<file path="src/rtl/pipe_rr_arbiter_if.sv">
// pipe_rr_arbiter_if: request, issue, result and response bundles around pipe_rr_arbiter
interface pipe_rr_arbiter_if #(
  parameter int NUM_REQ = 4,
  parameter int DATA_W = 32
);
  logic [NUM_REQ-1:0] req_valid_i;
  logic [NUM_REQ*DATA_W-1:0] req_data_i;
  logic [NUM_REQ-1:0] req_ready_o;
  logic pipe_valid_o;
  logic [DATA_W-1:0] pipe_data_o;
  logic pipe_ready_i;
  logic pipe_valid_i;
  logic [DATA_W-1:0] pipe_data_i;
  logic pipe_ready_o;
  logic [NUM_REQ-1:0] rsp_valid_o;
  logic [DATA_W-1:0] rsp_data_o;
  logic [NUM_REQ-1:0] rsp_ready_i;
  logic err_o;
  modport slave (
    input req_valid_i, req_data_i, pipe_ready_i, pipe_valid_i, pipe_data_i, rsp_ready_i,
    output req_ready_o, pipe_valid_o, pipe_data_o, pipe_ready_o, rsp_valid_o, rsp_data_o, err_o
  );
  modport master (
    output req_valid_i, req_data_i, pipe_ready_i, pipe_valid_i, pipe_data_i, rsp_ready_i,
    input req_ready_o, pipe_valid_o, pipe_data_o, pipe_ready_o, rsp_valid_o, rsp_data_o, err_o
  );
endinterface

</file>
<file path="src/rtl/pipe_rr_arbiter.sv">
// pipe_rr_arbiter: round-robin issue into one shared in-order pipeline, results routed back by a tag FIFO
// Optional PIPE_ARB_ERR_CHK_EN: sticky err_o on spurious results or unstable pending payloads
module pipe_rr_arbiter #(
  parameter int NUM_REQ = 4,
  parameter int DATA_W = 32,
  parameter int MAX_OUTST = 4
) (
  input logic clk,
  input logic rst,
  pipe_rr_arbiter_if.slave bus
);
  localparam int IW = $clog2(NUM_REQ);
  localparam int AW = $clog2(MAX_OUTST);
  localparam int CW = AW + 1;
  typedef enum logic {IDLE, HOLD} state_t;
  state_t state_q, state_d;
  logic [IW-1:0] rr_q, winner, head;
  logic [IW-1:0] tags_q [MAX_OUTST];
  logic [AW-1:0] wr_q, rd_q;
  logic [CW-1:0] count_q;
  logic [DATA_W-1:0] data_q;
  logic [NUM_REQ-1:0] grant;
  logic found, can_accept, accept, empty, rsp_ok, pop;
  always_comb begin
    logic [IW-1:0] idx;
    idx = '0;
    winner = rr_q;
    found = 1'b0;
    for (int i = 0; i < NUM_REQ; i++) begin
      idx = IW'((int'(rr_q) + i) % NUM_REQ);
      if (!found && bus.req_valid_i[idx]) begin
        winner = idx;
        found = 1'b1;
      end
    end
  end
  // count_q already includes the transaction parked in the issue register
  assign can_accept = (state_q == IDLE || bus.pipe_ready_i) && count_q < CW'(MAX_OUTST);
  assign accept = !rst && can_accept && found;
  assign grant = accept ? NUM_REQ'(1) << winner : '0;
  assign empty = count_q == '0;
  assign head = tags_q[rd_q];
  assign rsp_ok = !empty && bus.rsp_ready_i[head];
  assign pop = bus.pipe_valid_i && rsp_ok;
  always_comb begin
    state_d = accept ? HOLD : bus.pipe_ready_i ? IDLE : state_q;
  end
  always_ff @(posedge clk) begin
    if (rst) begin
      state_q <= IDLE;
      data_q <= '0;
      rr_q <= '0;
      count_q <= '0;
      wr_q <= '0;
      rd_q <= '0;
    end else begin
      state_q <= state_d;
      if (accept) begin
        data_q <= bus.req_data_i[winner*DATA_W +: DATA_W];
        rr_q <= IW'((int'(winner) + 1) % NUM_REQ);
        tags_q[wr_q] <= winner;
        wr_q <= wr_q + 1'b1;
      end
      if (pop) rd_q <= rd_q + 1'b1;
      count_q <= count_q + CW'(accept) - CW'(pop);
    end
  end
  assign bus.req_ready_o = grant;
  assign bus.pipe_valid_o = state_q == HOLD;
  assign bus.pipe_data_o = data_q;
  assign bus.pipe_ready_o = rsp_ok;
  assign bus.rsp_valid_o = (bus.pipe_valid_i && !empty) ? NUM_REQ'(1) << head : '0;
  assign bus.rsp_data_o = bus.pipe_data_i;
`ifdef PIPE_ARB_ERR_CHK_EN
  logic err_q, unstable;
  logic [NUM_REQ-1:0] wait_q;
  logic [NUM_REQ*DATA_W-1:0] held_q;
  // a requester left waiting last cycle must present the same payload this cycle
  always_comb begin
    unstable = 1'b0;
    for (int k = 0; k < NUM_REQ; k++)
      unstable = unstable | (wait_q[k] && bus.req_valid_i[k] &&
                 bus.req_data_i[k*DATA_W +: DATA_W] != held_q[k*DATA_W +: DATA_W]);
  end
  always_ff @(posedge clk) begin
    if (rst) begin
      err_q <= 1'b0;
      wait_q <= '0;
      held_q <= '0;
    end else begin
      err_q <= err_q | unstable | (bus.pipe_valid_i && empty);
      wait_q <= bus.req_valid_i & ~grant;
      held_q <= bus.req_data_i;
    end
  end
  assign bus.err_o = err_q;
`else
  assign bus.err_o = 1'b0;
`endif
endmodule

</file>
<file path="src/flat_wrapper.sv">
// flat-port wrapper written by rule: the top's interface ports become plain ports
module pipe_rr_arbiter_flat 
#(
  parameter int NUM_REQ = 4,
  parameter int DATA_W = 32,
  parameter int MAX_OUTST = 4
)
  (clk, rst, bus_req_valid_i, bus_req_data_i, bus_pipe_ready_i, bus_pipe_valid_i, bus_pipe_data_i, bus_rsp_ready_i, bus_req_ready_o, bus_pipe_valid_o, bus_pipe_data_o, bus_pipe_ready_o, bus_rsp_valid_o, bus_rsp_data_o, bus_err_o);
  pipe_rr_arbiter_if #(.NUM_REQ(NUM_REQ), .DATA_W(DATA_W)) bus_i ();
  input logic clk;
  input logic rst;
  input wire logic [$bits(bus_i.req_valid_i)-1:0] bus_req_valid_i;
  input wire logic [$bits(bus_i.req_data_i)-1:0] bus_req_data_i;
  input wire logic [$bits(bus_i.pipe_ready_i)-1:0] bus_pipe_ready_i;
  input wire logic [$bits(bus_i.pipe_valid_i)-1:0] bus_pipe_valid_i;
  input wire logic [$bits(bus_i.pipe_data_i)-1:0] bus_pipe_data_i;
  input wire logic [$bits(bus_i.rsp_ready_i)-1:0] bus_rsp_ready_i;
  output wire logic [$bits(bus_i.req_ready_o)-1:0] bus_req_ready_o;
  output wire logic [$bits(bus_i.pipe_valid_o)-1:0] bus_pipe_valid_o;
  output wire logic [$bits(bus_i.pipe_data_o)-1:0] bus_pipe_data_o;
  output wire logic [$bits(bus_i.pipe_ready_o)-1:0] bus_pipe_ready_o;
  output wire logic [$bits(bus_i.rsp_valid_o)-1:0] bus_rsp_valid_o;
  output wire logic [$bits(bus_i.rsp_data_o)-1:0] bus_rsp_data_o;
  output wire logic [$bits(bus_i.err_o)-1:0] bus_err_o;
  assign bus_i.req_valid_i = bus_req_valid_i;
  assign bus_i.req_data_i = bus_req_data_i;
  assign bus_i.pipe_ready_i = bus_pipe_ready_i;
  assign bus_i.pipe_valid_i = bus_pipe_valid_i;
  assign bus_i.pipe_data_i = bus_pipe_data_i;
  assign bus_i.rsp_ready_i = bus_rsp_ready_i;
  assign bus_req_ready_o = bus_i.req_ready_o;
  assign bus_pipe_valid_o = bus_i.pipe_valid_o;
  assign bus_pipe_data_o = bus_i.pipe_data_o;
  assign bus_pipe_ready_o = bus_i.pipe_ready_o;
  assign bus_rsp_valid_o = bus_i.rsp_valid_o;
  assign bus_rsp_data_o = bus_i.rsp_data_o;
  assign bus_err_o = bus_i.err_o;
  pipe_rr_arbiter #(.NUM_REQ(NUM_REQ), .DATA_W(DATA_W), .MAX_OUTST(MAX_OUTST)) u_core (.clk(clk), .rst(rst), .bus(bus_i));
endmodule
</file>
<file path="config.mk">
export PLATFORM = sky130hd
export DESIGN_NAME = pipe_rr_arbiter_flat
export DESIGN_NICKNAME = d
export VERILOG_FILES = /design/src/rtl/pipe_rr_arbiter_if.sv /design/src/rtl/pipe_rr_arbiter.sv /design/src/flat_wrapper.sv
export SDC_FILE = /design/constraint.sdc
export NUM_CORES = 1
export LEC_CHECK = 0
export BUFFER_PORTS_ARGS = -buffer_cell sky130_fd_sc_hd__buf_2
export CORE_AREA = 2 2 95 97
export DETAILED_ROUTE_END_ITERATION = 8
export DIE_AREA = 0 0 97 99
export PLACE_DENSITY = 0.76
export SLEW_MARGIN = 20
export SYNTH_ARGS = -nofsm -noshare
export SYNTH_HDL_FRONTEND = slang
export SYNTH_SLANG_ARGS = --single-unit
</file>
<file path="constraint.sdc">
create_clock -name clk -period 5.71 [get_ports clk]
set_input_delay 0.571 -clock clk [delete_from_list [all_inputs] [get_ports clk]]
set_output_delay 0.571 -clock clk [all_outputs]
set_load 0.01 [all_outputs]
</file>
* Word level (Yosys, flattened, before mapping)
Memories as Yosys holds them, arrays and structs flattened. A register that Yosys moved wholly into a read port is not among the register bits. Cells that the tools add are included.
Word-level totals: register bits 42, bits in latches 0, memory bits (writable) 8, bits in read-only memories 0, input port bits 172, memories 1
Operators by class: add/subtract/negate cells 8, multipliers 0, divide/modulo/power cells 0, $lt $le $gt $ge 6, equal/unequal tests 0, shift-type cells 3, multiplexer cells 26, bitwise logic cells 1, reduce and logical (&&, ||, !) cells 17
Memory list:
- u_core.tags_q | depth 4, width 2, read ports 1, clocked after memory_dff 1, write ports 1, line pipe_rr_arbiter.sv:18 | logic [IW-1:0] tags_q [MAX_OUTST];
Operator list (count):
- 128-bit by 8-bit variable part select with 32-bit output | 1
- 2-bit by 3-bit less-than comparator with 1-bit output, second input constant | 5
- 1-bit 2-to-1 mux | 14
- 1-bit binary-select mux with 2-bit select | 5
- 2-bit 2-to-1 mux | 5
- 1-bit logical AND | 9
- 2-bit by 1-bit adder with 2-bit output, second input constant | 4
- 4-bit 2-to-1 mux | 2
- 1-bit by 2-bit << shifter with 4-bit output, first input constant | 2
- 1-bit logical NOT | 5
- 2-bit adder, second input constant | 2
- 3-bit by 1-bit adder with 3-bit output | 1
- 3-bit logical NOT | 1
- 3-bit less-than comparator, second input constant | 1
- 3-bit by 1-bit subtractor with 3-bit output | 1
- 2-bit nonzero test | 1
- 1-bit logical OR | 1
- 1-bit inverter | 1

* Logic depth before layout (Yosys ltp)
depth after elaboration 16, mapped depth 10

* Worst setup path after synthesis
Ideal clock, no wire load.
path type register -> register, from register with a tool-made name, to register u_core.count_q[2], arrival time 2.489 ns, slack 3.094 ns, stages on the path, launching flop included 11, clock period less this slack 2.616 ns, cells stage by stage dfxtp_1 -> mux4_2 -> mux2i_1 -> o22ai_2 -> ha_1 -> inv_1 -> ha_1 -> fa_1 -> xnor2_1 -> xnor2_1 -> nor2_1
RTL lines:
- end signal, assigned | line pipe_rr_arbiter.sv:65 | count_q <= count_q + CW'(accept) - CW'(pop);
- end, declared | line pipe_rr_arbiter.sv:20 | logic [CW-1:0] count_q;

==> results by group <==
GRT
  • Initial antenna violation count: 0
  • Total grt overflow: 0
  • Total GRT Usage: 0.159
  • First-pass GRT wire length: 12.7 mm
  • Largest net degree at the start of global routing: 46
  • Vias in the first global route: 2817

Clock tree
  • Worst-path clk slew: around 100 ps
  • Root Driver: clkbuf_8
  • Post-cts hold buffer count: 0
  • CTS buffer count: 5
  • Post-CTS setup repair buffer count: 0
  • CTS H-Tree Depth: 2
  • CTS max path bufs: 2
  • CTS resizes: 0
  • Clock sink count: 52
  • CTS tree: built
  • Worst-skew pair later-pin latency: roughly 310 ps

Timing
  • Max_slew headroom: 0.294
  • Worst Skew: 5.86 ps
  • RSZ-0062 raised after global routing: false
  • Hold Slack: 468 ps
  • Setup violations, final: 0
  • Fin. Hold Viols: 0
  • Final min period: 2770 ps
  • Fmax: around 360 MHz
  • Final period util: 0.485
  • Tightest Pin Transition: between 1000 and 1500 ps
  • TNS Setup: 0 ps
  • Count of final max-slew check failures: 0

Die
  • Io pins: about 250
  • Initial core utilization: 0.370
  • FP Rows: 34
  • Core Area: 8550 µm²
  • Die width: 97 µm
  • Die height: between 90 and 100 µm
  • Die area: 9600 µm²

Placement
  • Cells after DPL: 557
  • Routability congestion estimate: 0.789
  • Port Buffers: 181
  • HPWL Detailed: approximately 6 mm

Synthesis
  • Synth Area in Adders: 0.0458
  • Syn_nets: 501
  • Main combinational cell family by area after synthesis: multiplexers
  • Post-synthesis mux area share: 0.232
  • Synth warn: 0
  • Post-synthesis xor/xnor area fraction: 0.0111
  • Syn Inst Count: 318
  • Post-Syn Area: ~3200 µm²
  • Primary FF master, synth: dfxtp_1
  • Synth Area in Simple Gates: 0.108
  • Yosys reg bits: 52
  • Synth Area in Compound Gates: 0.123
  • Register area share after synthesis: 0.354
  • Yosys cell types: 37
  • Post-synth EDFFs: 8
  • Synth async-reset ratio: 0
  • Syn avg cell area: 9.96 µm²

Detailed routing
  • Post-route ant nets: 0
  • Via Count: 2817
  • Number of vias per cell: 4.99
  • DR iter-0 viols: 57
  • WL final: 7.83 mm
  • Drt first pass iters: 4
  • DRC viols: 0
  • DR WL/cell: about 14 µm

Setup path
  • CP endpoint kind: flop
  • Worst Setup Start Kind: flop
  • CP peak stage delay: 590 ps
  • R2r setup slk: 2940 ps
  • Critical path required time: 5910 ps
  • Cells along the critical path: mux4_2, mux2i_1, o22ai_2, ha_1, inv_1, ha_1, fa_1, xnor2_1, xnor2_1, nor2_1
  • CP Max Fanout: 6
  • Critical path class: reg2reg
  • Slowest-stage cell, CP: mux4_2
  • CP arrival: 2970 ps

Layout
  • Fin nets: 639
  • Layout cell share with drive strength beyond 1: 0.440
  • Area Overhead vs Synth: 27.5%
  • Most common cell after layout, fill and taps aside: buf_2
  • Final Non-Filler Cells: between 500 and 600
  • Most frequent cells in the layout: buf_2 (181), mux2i_1 (69), dfxtp_1 (44)
  • Ant. Diodes: 0

Flow run
  • Max_cap viols: 0

Status
  • Status: finished, final reports clean

Power
  • Pwr/cell area: 367 nW/µm²
  • Worst VDD drop: 152 µV
  • Leakage: 1.96 nW

Hold path
  • Hold Crit Class: reg2reg
==> cell type report <==
class                   count  area, µm²
fillers                   782       4510
multi-input cells         204       1670
flip-flops and latches     52       1120
repair buffers            183        921
well taps                 108        135
clock inverters             3       90.1
clock buffers               5       68.8
inverters                  10       37.5
==> final timing paths <==
| check | start | to | cells past startpoint |
|---|---|---|---|
| max | flop | u_core.count_q[2]$_SDFF_PP0_ | 10 |
| min | u_core.bus.pipe_data_o[9]$_SDFFE_PP0P_ | u_core.bus.pipe_data_o[9]$_SDFFE_PP0P_ | 2 |
| max reg2reg | flop | u_core.count_q[2]$_SDFF_PP0_ | 10 |
| min reg2reg | u_core.bus.pipe_data_o[9]$_SDFFE_PP0P_ | u_core.bus.pipe_data_o[9]$_SDFFE_PP0P_ | 2 |
==> cell families (layout without fill, tap and decap cells) <==
group | after synthesis | after routing
AO/OA/AOI/OAI | 47 | 47
XOR/XNOR | 4 | 4
other | 1 | 1
multiplexers | 71 | 71
AND/OR/NAND/NOR | 70 | 70
flip-flops | 52 | 52
buffers and inverters | 62 | 201
adder cells (fa/ha/maj) | 11 | 11
==> where the power goes <==
group | switching [mW] | leakage (nW) | internal, mW
clock | 0.127 | 0.0784 | 0.219
sequential | 0.0619 | 0.437 | 0.480
combinational | 0.313 | 1.45 | 0.283
==> per-layer routing <==
layer	vias up	global-route usage	part of all wire
li1	1384	-	-
met1	1288	0.171	0.39
met2	132	0.302	0.53
met3	13	0.0426	0.070
met4	0	0.0477	0.012
met5	-	0	0
==> synthesized netlist by cell type (all sizes together) (2+ instances only) <==
master	number	share of area
mux2i	69	0.22
dfxtp	44	0.28
buf	41	0.10
nand2	36	0.043
o221ai	32	0.089
nor2	12	0.014
clkbuf	11	0.013
ha	10	0.040
inv	10	0.012
and2	8	0.016
edfxtp	8	0.076
nor2b	6	0.012
a21oi	4	0.0063
xnor2	4	0.011
o21ai	3	0.0047
mux4	2	0.014
nor4	2	0.011
or2	2	0.0047
==> sequential cells by signal, indices dropped and copies added, names as in the netlist, named ones only <==
| name | cells |
|---|---|
| u_core.rr_q | 2 |
| u_core.rd_q | 2 |
| u_core.count_q | 3 |
| u_core.wr_q | 2 |
| u_core.bus.pipe_valid_o | 1 |
| u_core.tags_q | 8 |
| u_core.bus.pipe_data_o | 32 |
==> stage by stage <==
stage	utilization	setup WS, ps	instance area (µm²)	total power [mW]
5_1_grt	0.472	2750	4040	1.58
2_1_floorplan	-	3090	3170	0.976
4_1_cts	0.472	2910	4040	1.50
6_report	0.472	2940	4040	1.48
3_3_place_gp	0.453	2920	3880	1.13
3_5_place_dp	0.453	2780	3880	1.15
==> worst max-delay path: cells and delay by family, from the launching register on <==
family,cells,cell delay (ps)
xor gates and xnor gates,2,310
adders and majority gates,3,850
muxes,2,850
DFF,1,380
and+or+nand+nor,1,50
AOI/OAI and AO/OA,1,180
buffers and inverters,1,40
(Power assumes the default switching activity.)
